===== src/rtl/serial_add_ctrl_pkg.sv =====
// Shared definitions for the serial adder sequencer: FSM state encoding and default width.
package serial_add_ctrl_pkg;

    localparam int DEF_WIDTH = 8;

    typedef enum logic [1:0] {
        S_IDLE = 2'd0,
        S_RUN  = 2'd1,
        S_DONE = 2'd2
    } state_t;

endpackage


===== src/rtl/serial_add_ctrl_fa.sv =====
// Shared 1-bit adder slice: two half-adder cells plus an OR for the carry.
module half_adder (
    input  logic x,
    input  logic y,
    output logic s,
    output logic c
);
    assign s = x ^ y;
    assign c = x & y;
endmodule

module full_adder_1b (
    input  logic a,
    input  logic b,
    input  logic cin,
    output logic s,
    output logic cout
);
    logic s0, c0, c1;

    half_adder ha0 (.x(a),  .y(b),   .s(s0), .c(c0));
    half_adder ha1 (.x(s0), .y(cin), .s(s),  .c(c1));

    assign cout = c0 | c1;
endmodule


===== src/rtl/serial_add_ctrl.sv =====
// Bit-serial WIDTH-bit adder sequencer: one full-adder slice, LSB first, one bit per clock.
// Optional macro SERIAL_ADD_OVF_EN adds a signed-overflow output held alongside cout.
module serial_add_ctrl
    import serial_add_ctrl_pkg::*;
#(
    parameter int WIDTH = DEF_WIDTH
) (
    input  logic             clk,
    input  logic             rst,
    input  logic             start,
    input  logic [WIDTH-1:0] a,
    input  logic [WIDTH-1:0] b,
    input  logic             cin,
    output logic             busy,
    output logic             done,
    output logic [WIDTH-1:0] sum,
`ifdef SERIAL_ADD_OVF_EN
    output logic             ovf,
`endif
    output logic             cout
);
    localparam int CW = $clog2(WIDTH);

    state_t           state, state_nxt;
    logic [CW-1:0]    cnt;
    logic [WIDTH-1:0] a_sr, b_sr, sum_sr;
    logic             carry;
    logic             fa_s, fa_c;
    logic             last, accept;

    assign last   = (cnt == CW'(WIDTH - 1));
    assign accept = start && (state == S_IDLE || state == S_DONE);

    full_adder_1b u_fa (
        .a   (a_sr[0]),
        .b   (b_sr[0]),
        .cin (carry),
        .s   (fa_s),
        .cout(fa_c)
    );

    always_ff @(posedge clk or posedge rst) begin
        if (rst) state <= S_IDLE;
        else     state <= state_nxt;
    end

    always_comb begin
        state_nxt = state;
        case (state)
            S_IDLE:  if (start) state_nxt = S_RUN;
            S_RUN:   if (last)  state_nxt = S_DONE;
            S_DONE:  state_nxt = start ? S_RUN : S_IDLE;
            default: state_nxt = S_IDLE;
        endcase
    end

    always_comb begin
        busy = (state == S_RUN);
        done = (state == S_DONE);
    end

    // The final sum bit lands in sum_sr on the same edge the result registers
    // load, so the result is taken from the shift input rather than sum_sr.
    always_ff @(posedge clk or posedge rst) begin
        if (rst) begin
            a_sr   <= '0;
            b_sr   <= '0;
            sum_sr <= '0;
            carry  <= 1'b0;
            cnt    <= '0;
            sum    <= '0;
            cout   <= 1'b0;
`ifdef SERIAL_ADD_OVF_EN
            ovf    <= 1'b0;
`endif
        end else if (accept) begin
            a_sr  <= a;
            b_sr  <= b;
            carry <= cin;
            cnt   <= '0;
        end else if (state == S_RUN) begin
            a_sr   <= a_sr >> 1;
            b_sr   <= b_sr >> 1;
            sum_sr <= {fa_s, sum_sr[WIDTH-1:1]};
            carry  <= fa_c;
            cnt    <= cnt + CW'(1);
            if (last) begin
                sum  <= {fa_s, sum_sr[WIDTH-1:1]};
                cout <= fa_c;
`ifdef SERIAL_ADD_OVF_EN
                // carry reg still holds the carry into the MSB here
                ovf  <= carry ^ fa_c;
`endif
            end
        end
    end

endmodule


===== config.mk =====
export PLATFORM = sky130hd
export DESIGN_NAME = serial_add_ctrl
export DESIGN_NICKNAME = d
export VERILOG_FILES = /design/src/rtl/serial_add_ctrl_pkg.sv /design/src/rtl/serial_add_ctrl_fa.sv /design/src/rtl/serial_add_ctrl.sv
export SDC_FILE = /design/constraint.sdc
export NUM_CORES = 1
export LEC_CHECK = 0
export BUFFER_PORTS_ARGS = -buffer_cell sky130_fd_sc_hd__buf_2
export CAP_MARGIN = 20
export CORE_MARGIN = 4
export CORE_UTILIZATION = 35
export CTS_CLUSTER_DIAMETER = 80
export CTS_CLUSTER_SIZE = 24
export DETAILED_ROUTE_END_ITERATION = 7
export SYNTH_ARGS = -nofsm -noshare
export SYNTH_HDL_FRONTEND = slang
export SYNTH_SLANG_ARGS = --single-unit

===== constraint.sdc =====
create_clock -name clk -period 3.7 [get_ports clk]
set_clock_uncertainty 0.1 [all_clocks]
set_input_delay 0.74 -clock clk [delete_from_list [all_inputs] [get_ports clk]]
set_output_delay 0.74 -clock clk [all_outputs]
set_load 0.005 [all_outputs]

==> results.json, run 1 <==
{
  "drtIter0Drc": 32,
  "setup_viol": 0,
  "crit_type": "reg -> out",
  "grt_pass1_wl_um": 5190,
  "synth_top_cell_by_area": "dfrtp_1",
  "grt_pass1_vias": 1080,
  "insertedDiodeCount": 0,
  "irDropWorstVdd_uv": 333,
  "synth_nets": 182,
  "clockRootBuffer": "clkbuf_8",
  "setup_slack_ps": 1030,
  "layout_min_cycle_time_ps": 2670,
  "layout_commonest_cell": "dfrtp_1",
  "synth-seq-cells": 38,
  "start_util": 0.372,
  "syn2layout_area_growth_pct": 15.8,
  "io_pins": 31,
  "h-tree-depth": 2,
  "nFillCells": 483,
  "final_nets": 211,
  "die_w_um": 79.8,
  "total_power_mw": 1.66,
  "syn_avg_cell_area_um2": 11.3,
  "stdcell_area_um2": 2090,
  "wl_per_cell_um": 12.2,
  "place_hpwl_um": 2120,
  "cp_data_arrival_time_ps": 1830,
  "cts_tree": "built",
  "worst_slew_pin_slew_ps": 946,
  "placed_cell_area_um2": 1990,
  "final-seq-area_um2": 951,
  "min_period_over_period": 0.721,
  "max-cap-violations": 0,
  "worstHoldPathType": "reg -> reg",
  "core_area_um2": 4850,
  "overflow": 0,
  "hold_violations": 0,
  "postCtsHoldBufs": 0,
  "routed_wl_um": 3130,
  "yosys.area.top_type_share": 0.527,
  "dr.pass1.iters": 4,
  "cp-start-kind": "register",
  "track_usage": 0.104,
  "numPortBuffers": 30,
  "vias": 1194,
  "timing.fmax_mhz": 375,
  "die_y_um": 79.8,
  "ctsResizeCount": 0,
  "clock_sinks": 38,
  "outcome": "completed",
  "synth_seq_area_share": 0.527,
  "endpoint_kind": "output pin",
  "required_ps": 2860,
  "via_per_inst": 4.66,
  "holdWs_ps": 383,
  "yosys-top-cells-area": "dfrtp_1 (53%), mux2_4 (7.5%), mux2i_1 (6.7%)",
  "multi_input_area_um2": 758,
  "cts_buffer_depth": 2,
  "post-place-ws_ps": 1350,
  "netlist_instances": 159,
  "rsz0062_at_grt": "no",
  "ant_nets": 0,
  "rows": 25,
  "cp_max_fo": 31,
  "clk_latency_ps": 290,
  "synthDistinctLibCells": 26,
  "globalplace.congestion": 0.729,
  "drc": 0,
  "yosys_warnings": 0,
  "cts_buffers": 5,
  "grt_max_degree": 32,
  "cellLeakagePower_nw": 0.996,
  "powerDensity_nw_per_um2": 797,
  "clk_pin_slew_worst_paths_ps": 80,
  "slew_violations": 0,
  "setup_tns_ps": 0,
  "netlist_area_um2": 1800,
  "post-cts-setup-buffer-count": 0,
  "antenna_found_initial": 0,
  "slew_headroom": 0.369,
  "layout_common_cells": "dfrtp_1 (38), buf_2 (30), nand2_1 (23)",
  "drive_gt1_frac": 0.280,
  "die_area_um2": 6360
}
[worst paths after layout]
path | start | slack [ps] | depth (start not counted) | endpoint
worst max-delay path | state[0]$_DFFE_PP0P_ | 1030 | 3 | busy
worst min-delay path | a_sr[6]$_DFFE_PP0P_ | 380 | 1 | a_sr[6]$_DFFE_PP0P_
worst max register to register | state[0]$_DFFE_PP0P_ | 1650 | 4 | cout$_DFFE_PP0P_
worst min register to register | a_sr[6]$_DFFE_PP0P_ | 380 | 1 | a_sr[6]$_DFFE_PP0P_
max in group asynchronous | rst | 2390 | 3 | a_sr[7]$_DFFE_PP0P_
min in group asynchronous | rst | 390 | 2 | sum[2]$_DFFE_PP0P_
[layer usage]
metal,up-vias,GRT usage,wire (um)
li1,605,-,-
met1,561,0.139,1530
met2,26,0.155,1380
met3,2,0.0497,194
met4,0,0.0203,21
met5,-,0,0
[layout make-up]
cell class / count / area share
tap: 67 / 0.0402
inverter: 7 / 0.0162
clock buffer: 6 / 0.0396
clock inverter: 2 / 0.00600
sequential: 38 / 0.456
multi-input combinational: 104 / 0.363
timing repair buffer: 32 / 0.0791
[worst max-delay path: stages, from the launching register on]
cell and delay, ps:
dfrtp_1 970, nand2b_4 270, inv_8 170, buf_2 120
[cell usage after synthesis, drive strengths merged]
| master | number |
|---|---|
| a211oi | 10 |
| a21o | 1 |
| nand2 | 24 |
| a22o | 1 |
| nand2b | 3 |
| buf | 9 |
| o21ai | 6 |
| dfrtp | 38 |
| clkbuf | 1 |
| a21oi | 14 |
| fa | 1 |
| o22ai | 4 |
| nor2b | 11 |
| ha | 2 |
| mux2 | 10 |
| nand3b | 1 |
| and2 | 1 |
| mux2i | 12 |
| nand3 | 3 |
| inv | 7 |
[where the power goes]
part           switching (mW)  internal [mW]
clock                   0.148          0.150
combinational           0.276          0.321
sequential              0.159          0.610
[stage by stage]
stage | utilization | instances
after floorplan | - | 159
after global placement | 0.411 | 248
after detailed placement | 0.411 | 248
after CTS | 0.430 | 256
after global routing | 0.430 | 256
final | 0.430 | 256
[logic make-up after synthesis]
family	count (synthesis)	share of synthesized area
buf+inv	17	0.0520
flops	38	0.527
mux	22	0.148
fa+ha+maj	3	0.0250
compound gates	36	0.120
simple gates	43	0.128
[state kept, by name, indices dropped and copies added, names as in the netlist]
name,cells
state,2
sum_sr,7
a_sr,8
b_sr,8
carry,1
cout,1
sum,8
cnt,3
No activity file was read; power rests on OpenSTA's default activity.
==> run 2, diff against run 1 <==
==> constraint.sdc (replaced) <==
create_clock -name clk -period 2.6 [get_ports clk]
set_clock_uncertainty 0.1 [all_clocks]
set_input_delay 0.52 -clock clk [delete_from_list [all_inputs] [get_ports clk]]
set_output_delay 0.52 -clock clk [all_outputs]
set_load 0.005 [all_outputs]
==> results.json, run 2 (synthesis results as in run 1) <==
{
  "layout_min_cycle_time_ps": 1960,
  "reg_top3": "a_sr x8, b_sr x8, sum x8",
  "clockRootBuffer": "clkbuf_8",
  "setup_viol": 0,
  "drive_gt1_frac": 0.284,
  "slew_violations": 0,
  "nFillCells": 468,
  "layout_commonest_cell": "dfrtp_1",
  "post-cts-setup-buffer-count": 0,
  "clk_latency_ps": 290,
  "path_depth": 3,
  "cts_buffers": 5,
  "track_usage": 0.112,
  "clock_sinks": 38,
  "clk_pin_slew_worst_paths_ps": 70,
  "r2r_start": "state[1]$_DFFE_PP0P_",
  "ant_nets": 0,
  "worst-r2r-setup-slack_ps": 1030,
  "dr.pass1.iters": 4,
  "h-tree-depth": 2,
  "timing.fmax_mhz": 510,
  "rows": 25,
  "hold_violations": 0,
  "cp_data_arrival_time_ps": 1340,
  "cp_slowest_cell": "dfrtp_1",
  "required_ps": 1980,
  "core_area_um2": 4850,
  "final-seq-area_um2": 951,
  "drtIter0Drc": 72,
  "cp_max_fo": 11,
  "io_pins": 31,
  "max-cap-violations": 0,
  "routed_wl_um": 3180,
  "cp_cell_sequence": "buf_4 -> nor2b_1 -> buf_2",
  "ctsResizeCount": 0,
  "irDropWorstVdd_uv": 454,
  "cp-start-kind": "register",
  "multi_input_area_um2": 758,
  "grt_pass1_vias": 1156,
  "r2r_end": "sum[2]$_DFFE_PP0P_",
  "place_hpwl_um": 2110,
  "globalplace.congestion": 0.664,
  "cts_buffer_depth": 2,
  "cp.buffers_inverters": 2,
  "grt_pass1_wl_um": 5430,
  "numPortBuffers": 30,
  "wl_per_cell_um": 12.4,
  "postCtsHoldBufs": 0,
  "syn2layout_area_growth_pct": 16.2,
  "max_stage_delay_ps": 510,
  "worstHoldPathType": "in -> async",
  "cellLeakagePower_nw": 1.00,
  "die_area_um2": 6360,
  "die_y_um": 79.8,
  "setup_slack_ps": 640,
  "setup_tns_ps": 0,
  "cts_tree": "built",
  "start_util": 0.372,
  "via_per_inst": 4.68,
  "min_period_over_period": 0.754,
  "slew_headroom": 0.682,
  "grt_max_degree": 39,
  "overflow": 0,
  "layout_common_cells": "dfrtp_1 (38), buf_2 (30), nand2_1 (23)",
  "critPathLaunch": "state[1]$_DFFE_PP0P_",
  "final_nets": 212,
  "post-place-ws_ps": 757,
  "insertedDiodeCount": 0,
  "die_w_um": 79.8,
  "vias": 1204,
  "reg2reg_depth": 4,
  "crit_type": "reg -> out",
  "antenna_found_initial": 0,
  "cp_top_family": "flip-flops",
  "outcome": "completed",
  "worst_slew_pin_slew_ps": 477,
  "rsz0062_at_grt": "no",
  "drc": 0,
  "powerDensity_nw_per_um2": 1140,
  "setup.worst_path.end": "done",
  "endpoint_kind": "output pin"
}
-- run 2: cell types whose count changed in the layout (fill, tap and decap cells not counted) --
| cell | change |
|---|---|
| buf_4 | +1 |
-- run 2: cell type report --
class	count	area share
flip-flops and latches	38	0.454
multi-input cells	104	0.362
repair buffers	33	0.0824
well taps	67	0.0400
clock buffers	6	0.0394
inverters	7	0.0161
clock inverters	2	0.00597
-- run 2: worst reg2reg max path, cell delays in order (launching register included) --
cell      delay [ps]
dfrtp_1          510
nand2b_4         320
inv_8             80
nand2_8          140
mux2_4           310
-- run 2: power by group --
part / switching, mW / leakage (nW) / internal [mW]
Sequential: 0.198 / 0.465 / 0.869
Clock: 0.210 / 0.0472 / 0.213
Combinational: 0.431 / 0.488 / 0.464
-- run 2: per-layer routing --
metal / GRT usage / up-vias / share of wire
met5: 0 / - / 0
met2: 0.161 / 32 / 0.43
met4: 0.0253 / 0 / 0
li1: - / 607 / -
met3: 0.0609 / 0 / 0.076
met1: 0.147 / 565 / 0.49
-- run 2: stage by stage --
stage	instance area, um^2	cells	util	power [mW]	hold WS [ps]
final	2090	257	0.432	2.39	230
after global routing	2090	257	0.432	2.60	268
after CTS	2090	257	0.432	2.42	247
after detailed placement	2000	249	0.412	1.99	371
after global placement	2000	249	0.412	1.97	359
after floorplan	1800	159	-	1.77	346
-- run 2: worst min path at each step --
stage,from,endpoint
floorplan,sum_sr[1]$_DFFE_PP0P_,sum_sr[1]$_DFFE_PP0P_
global placement,sum_sr[1]$_DFFE_PP0P_,sum_sr[1]$_DFFE_PP0P_
finish,rst,sum[3]$_DFFE_PP0P_
global route,rst,sum_sr[3]$_DFFE_PP0P_
CTS,rst,sum_sr[3]$_DFFE_PP0P_
detailed placement,a_sr[6]$_DFFE_PP0P_,a_sr[6]$_DFFE_PP0P_
==> run 3, diff against run 2 <==
==> constraint.sdc (replaced) <==
create_clock -name clk -period 1.6 [get_ports clk]
set_clock_uncertainty 0.1 [all_clocks]
set_input_delay 0.32 -clock clk [delete_from_list [all_inputs] [get_ports clk]]
set_output_delay 0.32 -clock clk [all_outputs]
set_load 0.005 [all_outputs]
==> results.json, run 3 (synthesis results as in run 1) <==
{
  "placed_cells": 252,
  "r2r_start": "cnt[0]$_DFFE_PP0P_",
  "via_per_inst": 4.69,
  "drive_gt1_frac": 0.311,
  "place_hpwl_um": 2310,
  "ant_nets": 0,
  "rows": 25,
  "cts_buffer_depth": 2,
  "crit_type": "reg -> out",
  "required_ps": 1180,
  "grt_pass1_vias": 1243,
  "h-tree-depth": 2,
  "final_cells": 263,
  "powerDensity_nw_per_um2": 1890,
  "cts_buffers": 5,
  "antenna_found_initial": 0,
  "grtUsageMet3": 0.0361,
  "endpoint_kind": "output pin",
  "drtIter0Drc": 35,
  "min_period_over_period": 0.965,
  "start_util": 0.372,
  "layout_min_cycle_time_ps": 1540,
  "vias": 1234,
  "track_usage": 0.117,
  "cp_data_arrival_time_ps": 1120,
  "slew_violations": 0,
  "cp_max_fo": 15,
  "outcome": "completed",
  "insertedDiodeCount": 0,
  "cp-start-kind": "register",
  "core_area_um2": 4850,
  "final_nets": 218,
  "die_y_um": 79.8,
  "die_area_um2": 6360,
  "hold_violations": 0,
  "numPortBuffers": 30,
  "worstHoldPathType": "in -> async",
  "setup_viol": 0,
  "clock_sinks": 38,
  "clockRootBuffer": "clkbuf_8",
  "io_pins": 31,
  "overflow": 0,
  "holdWs_ps": 30.2,
  "max-cap-violations": 0,
  "reg_top3": "a_sr x8, b_sr x8, sum x8",
  "grtUsageMet1": 0.153,
  "grtUsageMet2": 0.187,
  "slew_headroom": 0.690,
  "routed_wl_um": 3340,
  "timing.fmax_mhz": 648,
  "worst_slew_pin_slew_ps": 465,
  "grt_pass1_wl_um": 5780,
  "rsz0062_at_grt": "yes",
  "grt_max_degree": 39,
  "critPathLaunch": "state[0]$_DFFE_PP0P_",
  "layout_commonest_cell": "dfrtp_1",
  "clk_pin_slew_worst_paths_ps": 80,
  "die_w_um": 79.8,
  "cellLeakagePower_nw": 1.04,
  "grt_busiest_layer": "met2",
  "dr.pass1.iters": 4,
  "drc": 0,
  "syn2layout_area_growth_pct": 21.4,
  "globalplace.congestion": 0.655,
  "irDropWorstVdd_uv": 945,
  "clk_latency_ps": 290,
  "layout_common_cells": "dfrtp_1 (37), buf_2 (29), nand2_1 (23)",
  "cts_tree": "built",
  "wl_per_cell_um": 12.7
}
-- run 3: changes by cell type in the layout (fill, tap and decap cells not counted), sizes merged --
| cell | before | now |
|---|---|---|
| buf | 33 | 39 |
| bufinv | 0 | 1 |
| clkbuf | 6 | 5 |
| clkinv | 1 | 0 |
| clkinvlp | 1 | 2 |
-- run 3: worst paths after layout --
path	slack (ps)	end	depth (start not counted)
worst max-delay path	60	done	3
worst min register to register	380	sum_sr[1]$_DFFE_PP0P_	2
max in group asynchronous	1030	state[0]$_DFFE_PP0P_	3
min in group clk	190	b_sr[3]$_DFFE_PP0P_	3
worst min-delay path	30	sum[4]$_DFFE_PP0P_	3
worst max register to register	90	cout$_DFFE_PP0P_	4
-- run 3: cell type report --
class,instances,area (um^2)
Sequential cell,38,952
Fill cell,467,2660
Inverter,7,33.8
Timing Repair Buffer,39,248
Clock inverter,3,45.0
Multi-Input combinational cell,104,758
Tap cell,67,83.8
Clock buffer,5,68.8
-- run 3: critical path, stage by stage, from the launching register on --
cell	delay [ps]
dfrtp_2	450
buf_6	160
nor2b_1	100
buf_2	110
-- run 3: per-layer routing --
| layer | up-vias | routed length, um |
|---|---|---|
| met1 | 584 | 1590 |
| met3 | 2 | 162 |
| met4 | 0 | 11 |
| li1 | 621 | - |
| met5 | - | 0 |
| met2 | 27 | 1580 |
-- run 3: per-stage QoR --
step	setup TNS, ps	utilization	setup slack [ps]	cell area [um^2]	power, mW
after detailed placement	0	0.420	90.6	2030	3.29
after global routing	-25.6	0.452	-25.6	2190	4.52
final	0	0.452	56.7	2190	4.15
after CTS	-12.6	0.445	-12.6	2160	4.13
after floorplan	0	-	149	1800	2.88
after global placement	0	0.420	116	2030	3.22
-- run 3: what timing repair did --
item                                    in CTS  in global routing
pin swaps                                    0                  0
cloned                                       0                  0
hold buffers                                 0                  0
buffers inserted                             0                  3
gates resized for setup                      2                  3
endpoints found under the setup margin       2                  2
-- run 3: where the power goes --
group / total (mW) / internal, mW / switching, mW / leakage [nW]
combinational: 1.60 / 0.856 / 0.746 / 0.528
sequential: 1.73 / 1.41 / 0.311 / 0.464
clock: 0.820 / 0.464 / 0.356 / 0.0504
